File: src/rtl/steer_delay_gen_pkg.sv
// rtl/steer_delay_gen_pkg.sv - shared state encoding and angle breakpoints for the steering-delay generator
package steer_pkg;

  typedef enum logic [1:0] {
    IDLE   = 2'd0,
    LOOKUP = 2'd1,
    ACCUM  = 2'd2,
    COMMIT = 2'd3
  } state_t;

  localparam int BASE_W = 3;

  // Upper bound (inclusive) of each folded-angle band, base delay 6 down to 0.
  localparam int BP_16 = 16;
  localparam int BP_36 = 36;
  localparam int BP_50 = 50;
  localparam int BP_61 = 61;
  localparam int BP_71 = 71;
  localparam int BP_80 = 80;
  localparam int BP_90 = 90;

endpackage

File: src/rtl/steer_delay_gen_if.sv
// rtl/steer_delay_gen_if.sv - angle request / delay bank interface; sweep_en_in present only with STEER_SWEEP_EN
interface steer_delay_gen_if #(
  parameter int NUM_MICS = 4,
  parameter int ANGLE_W  = 8,
  parameter int DELAY_W  = 8
);

  logic [ANGLE_W-1:0]          angle_in;
  logic                        angle_valid_in;
  logic                        angle_ready_out;
  logic [NUM_MICS*DELAY_W-1:0] delays_out;
  logic                        delays_valid_out;
  logic                        angle_clamp_out;
  logic                        busy_out;
`ifdef STEER_SWEEP_EN
  logic                        sweep_en_in;
`endif

  modport master (
    output angle_in,
    output angle_valid_in,
`ifdef STEER_SWEEP_EN
    output sweep_en_in,
`endif
    input  angle_ready_out,
    input  delays_out,
    input  delays_valid_out,
    input  angle_clamp_out,
    input  busy_out
  );

  modport slave (
    input  angle_in,
    input  angle_valid_in,
`ifdef STEER_SWEEP_EN
    input  sweep_en_in,
`endif
    output angle_ready_out,
    output delays_out,
    output delays_valid_out,
    output angle_clamp_out,
    output busy_out
  );

endinterface

File: src/rtl/steer_delay_gen_base_lut.sv
// rtl/steer_delay_gen_base_lut.sv - folded angle (0..90 deg) to base inter-mic delay in samples
module steer_base_lut
  import steer_pkg::*;
#(
  parameter int ANGLE_W = 8
) (
  input  logic [ANGLE_W-1:0] fold_in,
  output logic [BASE_W-1:0]  base_out
);

  always_comb begin
    base_out = BASE_W'(0);
    if (fold_in <= ANGLE_W'(BP_16))      base_out = BASE_W'(6);
    else if (fold_in <= ANGLE_W'(BP_36)) base_out = BASE_W'(5);
    else if (fold_in <= ANGLE_W'(BP_50)) base_out = BASE_W'(4);
    else if (fold_in <= ANGLE_W'(BP_61)) base_out = BASE_W'(3);
    else if (fold_in <= ANGLE_W'(BP_71)) base_out = BASE_W'(2);
    else if (fold_in <= ANGLE_W'(BP_80)) base_out = BASE_W'(1);
  end

endmodule

File: src/rtl/steer_delay_gen.sv
// rtl/steer_delay_gen.sv - serial per-mic steering-delay accumulator with atomic bank commit
// Optional auto angle sweep enabled by defining STEER_SWEEP_EN.
module steer_delay_gen
  import steer_pkg::*;
#(
  parameter int NUM_MICS   = 4,
  parameter int ANGLE_W    = 8,
  parameter int DELAY_W    = 8,
  parameter int MAX_ANGLE  = 180,
  parameter int SWEEP_STEP = 5
) (
  input  logic              clk_in,
  input  logic              rst_n_in,
  steer_delay_gen_if.slave  bus
);

  localparam int                 IDX_W    = (NUM_MICS > 1) ? $clog2(NUM_MICS) : 1;
  localparam logic [IDX_W-1:0]   LAST_IDX = IDX_W'(NUM_MICS - 1);
  localparam logic [ANGLE_W-1:0] MAX_A    = ANGLE_W'(MAX_ANGLE);
  localparam logic [ANGLE_W-1:0] TH_90    = ANGLE_W'(BP_90);
  localparam logic [ANGLE_W-1:0] TH_180   = ANGLE_W'(180);

  state_t               state_q, state_d;
  logic [ANGLE_W-1:0]   angle_q, angle_d;
  logic                 clamp_q, clamp_d;
  logic [BASE_W-1:0]    base_q, base_d;
  logic [DELAY_W:0]     acc_q, acc_d;
  logic [IDX_W-1:0]     idx_q, idx_d;
  logic [DELAY_W-1:0]   shadow_q [NUM_MICS];
  logic [DELAY_W-1:0]   shadow_d [NUM_MICS];
  logic [DELAY_W-1:0]   bank_q   [NUM_MICS];
  logic [DELAY_W-1:0]   bank_d   [NUM_MICS];
  logic                 valid_q, valid_d;
  logic                 clamp_out_q, clamp_out_d;

  logic                 req_valid;
  logic [ANGLE_W-1:0]   req_angle;
  logic [ANGLE_W-1:0]   fold;
  logic [BASE_W-1:0]    lut_base;
  logic [IDX_W-1:0]     widx;
  logic [DELAY_W-1:0]   acc_sat;

`ifdef STEER_SWEEP_EN
  logic [ANGLE_W-1:0]   last_q, last_d;
  logic                 started_q, started_d;
  logic [ANGLE_W:0]     sweep_sum;
  logic [ANGLE_W-1:0]   sweep_next;

  // External requests win a tie; the sweep then continues from whatever was served.
  always_comb begin
    sweep_sum  = {1'b0, last_q} + (ANGLE_W+1)'(SWEEP_STEP);
    sweep_next = '0;
    if (started_q && (sweep_sum <= (ANGLE_W+1)'(MAX_ANGLE)))
      sweep_next = sweep_sum[ANGLE_W-1:0];
    req_valid = bus.angle_valid_in | bus.sweep_en_in;
    req_angle = bus.angle_valid_in ? bus.angle_in : sweep_next;
  end
`else
  always_comb begin
    req_valid = bus.angle_valid_in;
    req_angle = bus.angle_in;
  end
`endif

  assign fold = (angle_q > TH_90) ? (TH_180 - angle_q) : angle_q;

  steer_base_lut #(.ANGLE_W(ANGLE_W)) u_base_lut (
    .fold_in  (fold),
    .base_out (lut_base)
  );

  // Steering past broadside mirrors the ramp so the last mic carries zero delay.
  assign widx    = (angle_q > TH_90) ? (LAST_IDX - idx_q) : idx_q;
  assign acc_sat = acc_q[DELAY_W] ? {DELAY_W{1'b1}} : acc_q[DELAY_W-1:0];

  always_comb begin
    state_d     = state_q;
    angle_d     = angle_q;
    clamp_d     = clamp_q;
    base_d      = base_q;
    acc_d       = acc_q;
    idx_d       = idx_q;
    shadow_d    = shadow_q;
    bank_d      = bank_q;
    valid_d     = 1'b0;
    clamp_out_d = 1'b0;
`ifdef STEER_SWEEP_EN
    last_d      = last_q;
    started_d   = started_q;
`endif
    case (state_q)
      IDLE: begin
        if (req_valid) begin
          angle_d = (req_angle > MAX_A) ? MAX_A : req_angle;
          clamp_d = (req_angle > MAX_A);
          state_d = LOOKUP;
`ifdef STEER_SWEEP_EN
          last_d    = (req_angle > MAX_A) ? MAX_A : req_angle;
          started_d = 1'b1;
`endif
        end
      end
      LOOKUP: begin
        base_d  = lut_base;
        acc_d   = '0;
        idx_d   = '0;
        state_d = ACCUM;
      end
      ACCUM: begin
        shadow_d[widx] = acc_sat;
        // Once the carry bit is set the accumulator is pinned, so later mics stay saturated.
        acc_d = acc_q[DELAY_W] ? acc_q
                               : acc_q + {{(DELAY_W+1-BASE_W){1'b0}}, base_q};
        idx_d = idx_q + 1'b1;
        if (idx_q == LAST_IDX) state_d = COMMIT;
      end
      COMMIT: begin
        bank_d      = shadow_q;
        valid_d     = 1'b1;
        clamp_out_d = clamp_q;
        state_d     = IDLE;
      end
      default: state_d = IDLE;
    endcase
  end

  always_ff @(posedge clk_in or negedge rst_n_in) begin
    if (!rst_n_in) begin
      state_q     <= IDLE;
      angle_q     <= '0;
      clamp_q     <= 1'b0;
      base_q      <= '0;
      acc_q       <= '0;
      idx_q       <= '0;
      shadow_q    <= '{default: '0};
      bank_q      <= '{default: '0};
      valid_q     <= 1'b0;
      clamp_out_q <= 1'b0;
`ifdef STEER_SWEEP_EN
      last_q      <= '0;
      started_q   <= 1'b0;
`endif
    end else begin
      state_q     <= state_d;
      angle_q     <= angle_d;
      clamp_q     <= clamp_d;
      base_q      <= base_d;
      acc_q       <= acc_d;
      idx_q       <= idx_d;
      shadow_q    <= shadow_d;
      bank_q      <= bank_d;
      valid_q     <= valid_d;
      clamp_out_q <= clamp_out_d;
`ifdef STEER_SWEEP_EN
      last_q      <= last_d;
      started_q   <= started_d;
`endif
    end
  end

  for (genvar k = 0; k < NUM_MICS; k++) begin : g_out
    assign bus.delays_out[k*DELAY_W +: DELAY_W] = bank_q[k];
  end

  assign bus.delays_valid_out = valid_q;
  assign bus.angle_clamp_out  = clamp_out_q;
  assign bus.angle_ready_out  = (state_q == IDLE);
  assign bus.busy_out         = (state_q != IDLE);

endmodule

File: src/flat_wrapper.sv
// flat-port wrapper written by rule: the top's interface ports become plain ports
module steer_delay_gen_flat import steer_pkg::*;
#(
  parameter int NUM_MICS   = 4,
  parameter int ANGLE_W    = 8,
  parameter int DELAY_W    = 8,
  parameter int MAX_ANGLE  = 180,
  parameter int SWEEP_STEP = 5
)
  (clk_in, rst_n_in, bus_angle_in, bus_angle_valid_in, bus_angle_ready_out, bus_delays_out, bus_delays_valid_out, bus_angle_clamp_out, bus_busy_out);
  steer_delay_gen_if #(.NUM_MICS(NUM_MICS), .ANGLE_W(ANGLE_W), .DELAY_W(DELAY_W)) bus_i ();
  input  logic clk_in;
  input  logic rst_n_in;
  input wire logic [$bits(bus_i.angle_in)-1:0] bus_angle_in;
  input wire logic [$bits(bus_i.angle_valid_in)-1:0] bus_angle_valid_in;
  output wire logic [$bits(bus_i.angle_ready_out)-1:0] bus_angle_ready_out;
  output wire logic [$bits(bus_i.delays_out)-1:0] bus_delays_out;
  output wire logic [$bits(bus_i.delays_valid_out)-1:0] bus_delays_valid_out;
  output wire logic [$bits(bus_i.angle_clamp_out)-1:0] bus_angle_clamp_out;
  output wire logic [$bits(bus_i.busy_out)-1:0] bus_busy_out;
  assign bus_i.angle_in = bus_angle_in;
  assign bus_i.angle_valid_in = bus_angle_valid_in;
  assign bus_angle_ready_out = bus_i.angle_ready_out;
  assign bus_delays_out = bus_i.delays_out;
  assign bus_delays_valid_out = bus_i.delays_valid_out;
  assign bus_angle_clamp_out = bus_i.angle_clamp_out;
  assign bus_busy_out = bus_i.busy_out;
  steer_delay_gen #(.NUM_MICS(NUM_MICS), .ANGLE_W(ANGLE_W), .DELAY_W(DELAY_W), .MAX_ANGLE(MAX_ANGLE), .SWEEP_STEP(SWEEP_STEP)) u_core (.clk_in(clk_in), .rst_n_in(rst_n_in), .bus(bus_i));
endmodule
File: config.mk
export PLATFORM = sky130hd
export DESIGN_NAME = steer_delay_gen_flat
export DESIGN_NICKNAME = d
export VERILOG_FILES = /design/src/rtl/steer_delay_gen_pkg.sv /design/src/rtl/steer_delay_gen_if.sv /design/src/rtl/steer_delay_gen_base_lut.sv /design/src/rtl/steer_delay_gen.sv /design/src/flat_wrapper.sv
export SDC_FILE = /design/constraint.sdc
export NUM_CORES = 1
export LEC_CHECK = 0
export CAP_MARGIN = 40
export CORE_ASPECT_RATIO = 1.4
export CORE_MARGIN = 2
export CORE_UTILIZATION = 35
export DETAILED_ROUTE_END_ITERATION = 8
export GPL_TIMING_DRIVEN = 0
export PLACE_DENSITY = 0.53
export SETUP_SLACK_MARGIN = 0.5
export SLEW_MARGIN = 30
export SYNTH_ARGS = -nofsm -noshare
export SYNTH_HDL_FRONTEND = slang
export SYNTH_SLANG_ARGS = --single-unit
File: constraint.sdc
create_clock -name clk_in -period 3.1 [get_ports clk_in]
set_clock_uncertainty 0.15 [all_clocks]
set_input_delay 0.93 -clock clk_in [delete_from_list [all_inputs] [get_ports clk_in]]
set_output_delay 0.93 -clock clk_in [all_outputs]
set_load 0.005 [all_outputs]
### After elaboration in Yosys (flattened, before gate mapping)

Index checks and enable logic that the tools add are counted.

| operators by class | value |
|---|---|
| equal/unequal tests | 7 |
| order comparisons | 10 |
| muxes and demuxes | 21 |
| bitwise operators | 1 |
| $add $sub $neg | 4 |
| reduce and logical (&&, ||, !) cells | 7 |

Operator list:

| kind | number |
|---|---|
| $bwmux W32 | 1 |
| $mux W8 | 4 |
| $le A8 B6 Y1 const B | 3 |
| $pmux W9 S2 | 1 |
| $demux W8 S2 | 1 |
| $le A8 B7 Y1 const B | 2 |
| $mux W2 | 5 |
| $add A9 B3 Y9 | 1 |
| $mux W3 | 3 |
| $mux W9 | 1 |
| $gt A8 B7 Y1 const B | 1 |
| $gt A8 B8 Y1 const B | 1 |
| $le A8 B5 Y1 const B | 1 |
| $pmux W2 S4 | 1 |
| $sub A8 B8 Y8 const A | 1 |
| $eq A2 B2 Y1 const B | 3 |
| $reduce_and A2 Y1 | 3 |
| $ne A2 B2 Y1 const B | 2 |
| $pmux W2 S2 | 1 |
| $reduce_bool A2 Y1 | 2 |
| $ge A3 B3 Y1 const B | 1 |
| $lt A3 B1 Y1 const B | 1 |
| $mux W1 | 3 |
| $not A2 Y3 | 1 |
| other kinds (6) | 6 |

| storage, ports and cells | value |
|---|---|
| output and inout port bits | 36 |
| logic and storage cells | 67 |
| register bits | 91 |

### Depth between registers and ports, before layout

| logic depth | value |
|---|---|
| depth in word-level cells | 9 |
| mapped depth | 9 |
| gate-level depth less buffers | 8 |

### Hierarchy

From an unflattened synthesis, not the netlist that was laid out.

| unflattened totals | value |
|---|---|
| cells, all modules | 323 |
| area total of the unflattened synthesis | 4151.5 um^2 |

Modules (own cells, without submodules):

| module | cells each | area each (um^2) | sequential area each (um^2) | times used |
|---|---|---|---|---|
| steer_delay_gen | 302 | 4012.6 | 2277.2 | 1 |
| steer_base_lut | 21 | 138.9 | 0.0 | 1 |

### Worst setup path before layout

OpenSTA, ideal clock, no wires.

| timing path | value |
|---|---|
| kind | reg-to-reg |
| from | reg u_core.angle_q[1] |
| to | reg u_core.base_q[0] |
| path slack | 0.534 ns |
| stages on the path, launching flop included | 10 |
| path buffers | 1 |
| data arrival time | 2.286 ns |
| cells stage by stage | dfrtp_1 -> buf_2 -> inv_1 -> ha_1 -> or2b_2 -> a21oi_1 -> mux2_2 -> o31a_1 -> a41oi_1 -> o31ai_1 |

| on the way | value |
|---|---|
| word-level cells in the longest chain between the ends | 9 |

Ends and longest elaborated chain:

| item | RTL line | source |
|---|---|---|
| from (decl) | steer_delay_gen.sv:24 | `logic [ANGLE_W-1:0] angle_q, angle_d;` |
| from (signal assigned) | steer_delay_gen.sv:145 | `angle_q <= angle_d;` |
| $sub A8 B8 Y8 or $gt A8 B7 Y1 (tied branches) | steer_delay_gen.sv:65 | `assign fold = (angle_q > TH_90) ? (TH_180 - angle_q) : angle_q;` |
| $mux W8 * | steer_delay_gen.sv:65 |  |
| $le A8 B7 Y1 | steer_delay_gen_base_lut.sv:18 | `else if (fold_in <= ANGLE_W'(BP_80)) base_out = BASE_W'(1);` |
| $mux W1 | steer_delay_gen_base_lut.sv:18 |  |
| $mux W2 | steer_delay_gen_base_lut.sv:17 | `else if (fold_in <= ANGLE_W'(BP_71)) base_out = BASE_W'(2);` |
| $mux W2 | steer_delay_gen_base_lut.sv:16 | `else if (fold_in <= ANGLE_W'(BP_61)) base_out = BASE_W'(3);` |
| $mux W3 | steer_delay_gen_base_lut.sv:15 | `else if (fold_in <= ANGLE_W'(BP_50)) base_out = BASE_W'(4);` |
| $mux W3 | steer_delay_gen_base_lut.sv:14 | `else if (fold_in <= ANGLE_W'(BP_36)) base_out = BASE_W'(5);` |
| $mux W3 * | steer_delay_gen_base_lut.sv:13 | `if (fold_in <= ANGLE_W'(BP_16)) base_out = BASE_W'(6);` |
| to (signal assigned) | steer_delay_gen.sv:147 | `base_q <= base_d;` |
| to (decl) | steer_delay_gen.sv:26 | `logic [BASE_W-1:0] base_q, base_d;` |

Mark *: on every way between the ends. The rest lies on a longest branch, timed or not.
A chain may end at the register's enable or synchronous reset.

### Final worst setup path

Ends and elaborated chain as after synthesis.

==> flow_metrics.env <==
export IMPL_hold_viol_final=0
export IMPL_critical_path_peak_fanout=10
export IMPL_stdcell_count=605
export IMPL_drt_first_iter_violations=131
export IMPL_die_area_um2=14100
export IMPL_critical_path_endpoint_type="flip-flop"
export IMPL_crit_required_ns=3.17
export IMPL_area_growth_synth_to_final_pct=24.4
export IMPL_remaining_design_rule_violation_count=0
export IMPL_drt_antenna_net_count=0
export IMPL_power_density_nw_per_um2=1020
export IMPL_worstMarginPinSlew_ns=0.729
export IMPL_dp_cells=584
export IMPL_routabilityCongestion=0.845
export IMPL_global_route_usage_met2=0.256
export IMPL_cp_arrival_ns=2.61
export IMPL_die_h_um=140
export IMPL_detailed_place_hpwl_um=7120
export IMPL_buffer_ports_inserted=46
export IMPL_synth_nets=407
export IMPL_ys_async_sr_fraction=1.00
export IMPL_netlist_area_pre_place_um2=4590
export IMPL_grt_overflow_total=0
export IMPL_globalRouteMet3Util=0.0306
export IMPL_ys_flop_type="sky130_fd_sc_hd__dfrtp_1"
export IMPL_criticalPathCategory="flip-flop to flip-flop"
export IMPL_power_leakage_nw=2.54
export IMPL_placement_rows=49
export IMPL_setup_tns_final_ns=0
export IMPL_cpLargestDelayFamily="compound AO/OA/AOI/OAI gates"
export IMPL_vias=3184
export IMPL_antenna_diode_count=0
export IMPL_syn_instance_count=384
export IMPL_largest_net_degree_at_the_start_of_global_routing=69
export IMPL_grt_antenna_before_repair=0
export IMPL_tritoncts_num_sinks=91
export IMPL_vias_per_cell=5.26
export IMPL_grt_most_used_layer="met2"
export IMPL_final_min_period_over_clock_period=0.820
export IMPL_unrepaired_setup_endpoints_after_global_routing="yes"
export IMPL_synth_edf_count=0
export IMPL_post_cts_hold_buffer_count=0
export IMPL_core_region_um2=12800
export IMPL_drt_pass1_iterations=4
export IMPL_routed_wire_length_per_instance_um=16.5
export IMPL_syn_area_per_cell_um2=12.0
export IMPL_count_of_distinct_cell_types_in_the_synthesized_netlist=61
export IMPL_gr_usage_met1=0.190
export IMPL_fraction_of_final_layout_cells_sized_beyond_drive_strength_1=0.301
export IMPL_worst_ir_drop_vdd_mv=0.447
export IMPL_synth_yosys_seq_area_share=0.496
export IMPL_critPathSlowestCell="sky130_fd_sc_hd__mux2_2"
export IMPL_grt_pass1_vias=3299
export IMPL_synth_ff_latch_count=91
export IMPL_die_w_um=101
export IMPL_crit_path_start_kind="flip-flop"
export IMPL_result_of_the_run="completed"
export IMPL_cap_violations=0
export IMPL_tritoncts="done"
export IMPL_post_synth_top_area_fraction=0.496
export IMPL_synthTopCellsByCount="sky130_fd_sc_hd__dfrtp_1 (91), sky130_fd_sc_hd__mux2_2 (67), sky130_fd_sc_hd__nand2_1 (17)"
export IMPL_cts_reportedPaths_clkPinSlew_ns=0.07
export IMPL_worst_slew_margin_rel=0.506
export IMPL_min_period_ns=2.54
export IMPL_number_of_cts_inserted_buffers=9
export IMPL_grt_pass1_wl_um=16900
export IMPL_cts_path_max_buffers=2
export IMPL_syn_warnings=0
export IMPL_detail_route_wirelength_um=10000
export IMPL_ctsRootBufferMaster="sky130_fd_sc_hd__clkbuf_16"
export IMPL_slew_violations=0
export IMPL_crit_path_cell_chain="buf_4, inv_4, ha_4, or2b_2, a21oi_4, mux2_2, o31a_1, a41oi_1, o31ai_1"
export IMPL_yosysTopAreaCell="sky130_fd_sc_hd__dfrtp_1"
export IMPL_timing_hold_worst_class="input pin to asynchronous set/reset pin"
export IMPL_global_route_total_usage_across_every_layer=0.152
export IMPL_floorplan_io_pins=47
export IMPL_yosysMostFrequentCell="sky130_fd_sc_hd__dfrtp_1"
export IMPL_critical_path_buf_inv_count=2
export IMPL_max_stage_delay_ns=0.37
export IMPL_setup_violations=0
export IMPL_synth_area_top_cells="sky130_fd_sc_hd__dfrtp_1 (50%), sky130_fd_sc_hd__mux2_2 (16%), sky130_fd_sc_hd__ha_1 (3.0%), sky130_fd_sc_hd__clkbuf_8 (2.1%), sky130_fd_sc_hd__a21oi_4 (1.8%)"
export IMPL_finalNetCount=471
export IMPL_start_util=0.358
export IMPL_timing_fmax_ghz=0.393
export IMPL_clock_latency_of_the_later_clocked_register_in_the_worst_skew_pair_ns=0.34
export IMPL_cts_htree_levels=3
[worst paths after layout]
kind	startpoint	endpoint	slack, ns	cells past startpoint
min in group clk_in	u_core.clamp_q$_DFFE_PN0P_	u_core.clamp_q$_DFFE_PN0P_	0.33	1
setup / recovery	u_core.angle_q[1]$_DFFE_PN0P_	u_core.base_q[0]$_DFFE_PN0P_	0.56	9
setup reg to reg	u_core.angle_q[1]$_DFFE_PN0P_	u_core.base_q[0]$_DFFE_PN0P_	0.56	9
max in group asynchronous	rst_n_in	u_core.angle_q[3]$_DFFE_PN0P_	1.90	2
hold / removal	rst_n_in	u_core.bus.delays_out[4]$_DFFE_PN0P_	0.29	1
hold reg to reg	u_core.clamp_q$_DFFE_PN0P_	u_core.clamp_q$_DFFE_PN0P_	0.33	1
[routing by layer]
metal	wire (um)	up-vias
met5	0	-
li1	-	1521
met1	4260	1586
met4	280	0
met3	339	19
met2	5130	58
[where the power goes]
part	switching, mW	internal, mW	leakage [nW]	total, mW
sequential	0.242	1.57	1.20	1.81
clock	0.478	0.630	0.140	1.11
combinational	1.42	1.46	1.20	2.89
total	2.14	3.66	2.54	5.81
[state kept, by name, summed over array words and instances (netlist names), 2 cells and up]
| signal | cells |
|---|---|
| u_core.angle_q | 8 |
| u_core.base_q | 3 |
| u_core.acc_q | 9 |
| u_core.state_q | 2 |
| u_core.shadow_q | 32 |
| u_core.bus.delays_out | 32 |
| u_core.idx_q | 2 |
[layout make-up]
| type | count | area, um^2 |
|---|---|---|
| clock buffers | 9 | 225 |
| multi-input cells | 260 | 2140 |
| inverters | 14 | 55.1 |
| fillers | 1213 | 7100 |
| clock inverters | 6 | 73.8 |
| well taps | 153 | 191 |
| repair buffers | 53 | 586 |
| plain buffers | 19 | 160 |
| flip-flops and latches | 91 | 2280 |
[cells by family (layout without fill, tap and decap cells)]
family | after synthesis | after routing | share of synthesized area
buf+inv | 33 | 101 | 0.0450
xor+xnor | 6 | 6 | 0.0114
compound gates | 73 | 73 | 0.123
flops | 91 | 91 | 0.496
mux | 74 | 74 | 0.180
fa+ha+maj | 12 | 12 | 0.0343
simple gates | 95 | 95 | 0.111
[metrics by stage]
stage,power (mW),setup WS (ns),hold WS [ns],cell area (um^2),utilization
after detailed placement,4.57,0.278,0.315,5270,0.411
after global routing,6.25,0.418,0.288,5710,0.446
after floorplan,3.71,0.534,0.292,4590,-
final,5.81,0.557,0.286,5710,0.446
after global placement,4.52,-2.39,0.307,5240,0.409
after CTS,5.82,0.501,0.287,5640,0.440
[worst reg2reg max path, delay by kind of cell, from the launching register on]
| family | cells | cell delay, ns |
|---|---|---|
| compound gates | 4 | 0.81 |
| fa+ha+maj | 1 | 0.18 |
| simple gates | 1 | 0.33 |
| buf+inv | 2 | 0.24 |
| flops | 1 | 0.35 |
| mux | 1 | 0.37 |
[timing repair]
item / 4_1_cts / 5_1_grt
gates resized for setup: 13 / 3
pin swaps: 3 / 4
hold endpoints to repair: 0 / 0
setup endpoints to repair: 11 / 29
buffers inserted: 3 / 3
[cell usage in the layout (no fill, tap or decap), types with 3 or more instances in the layout]
cell type                         synthesis  final
sky130_fd_sc_hd__nor2_1                  15     15
sky130_fd_sc_hd__and2_1                   3      3
sky130_fd_sc_hd__mux2_2                  67     67
sky130_fd_sc_hd__nand3_1                 15     15
sky130_fd_sc_hd__buf_4                    1      5
sky130_fd_sc_hd__or3_1                    6      6
sky130_fd_sc_hd__inv_1                   14     12
sky130_fd_sc_hd__a21o_1                   3      3
sky130_fd_sc_hd__o22ai_1                  5      5
sky130_fd_sc_hd__clkbuf_1                 8      7
sky130_fd_sc_hd__dfrtp_1                 91     91
sky130_fd_sc_hd__ha_1                    11     10
sky130_fd_sc_hd__nand2b_1                 3      3
sky130_fd_sc_hd__nand2_1                 17     17
sky130_fd_sc_hd__a21oi_1                 13     12
sky130_fd_sc_hd__clkbuf_8                 7      7
sky130_fd_sc_hd__or2_2                    8      8
sky130_fd_sc_hd__o21ai_0                 11     11
sky130_fd_sc_hd__buf_12                   0      4
sky130_fd_sc_hd__a31o_2                   4      4
sky130_fd_sc_hd__nor4_1                   3      3
sky130_fd_sc_hd__clkbuf_16                0      9
sky130_fd_sc_hd__nor2b_1                  4      4
sky130_fd_sc_hd__xnor2_1                  5      5
sky130_fd_sc_hd__clkdlybuf4s50_1          0     43
sky130_fd_sc_hd__a211oi_1                 3      3
sky130_fd_sc_hd__nor3_1                   7      7
sky130_fd_sc_hd__mux2i_1                  7      7
sky130_fd_sc_hd__a21oi_4                  5      6
sky130_fd_sc_hd__o221ai_1                 3      3
Power figures use the tool's default switching activity.
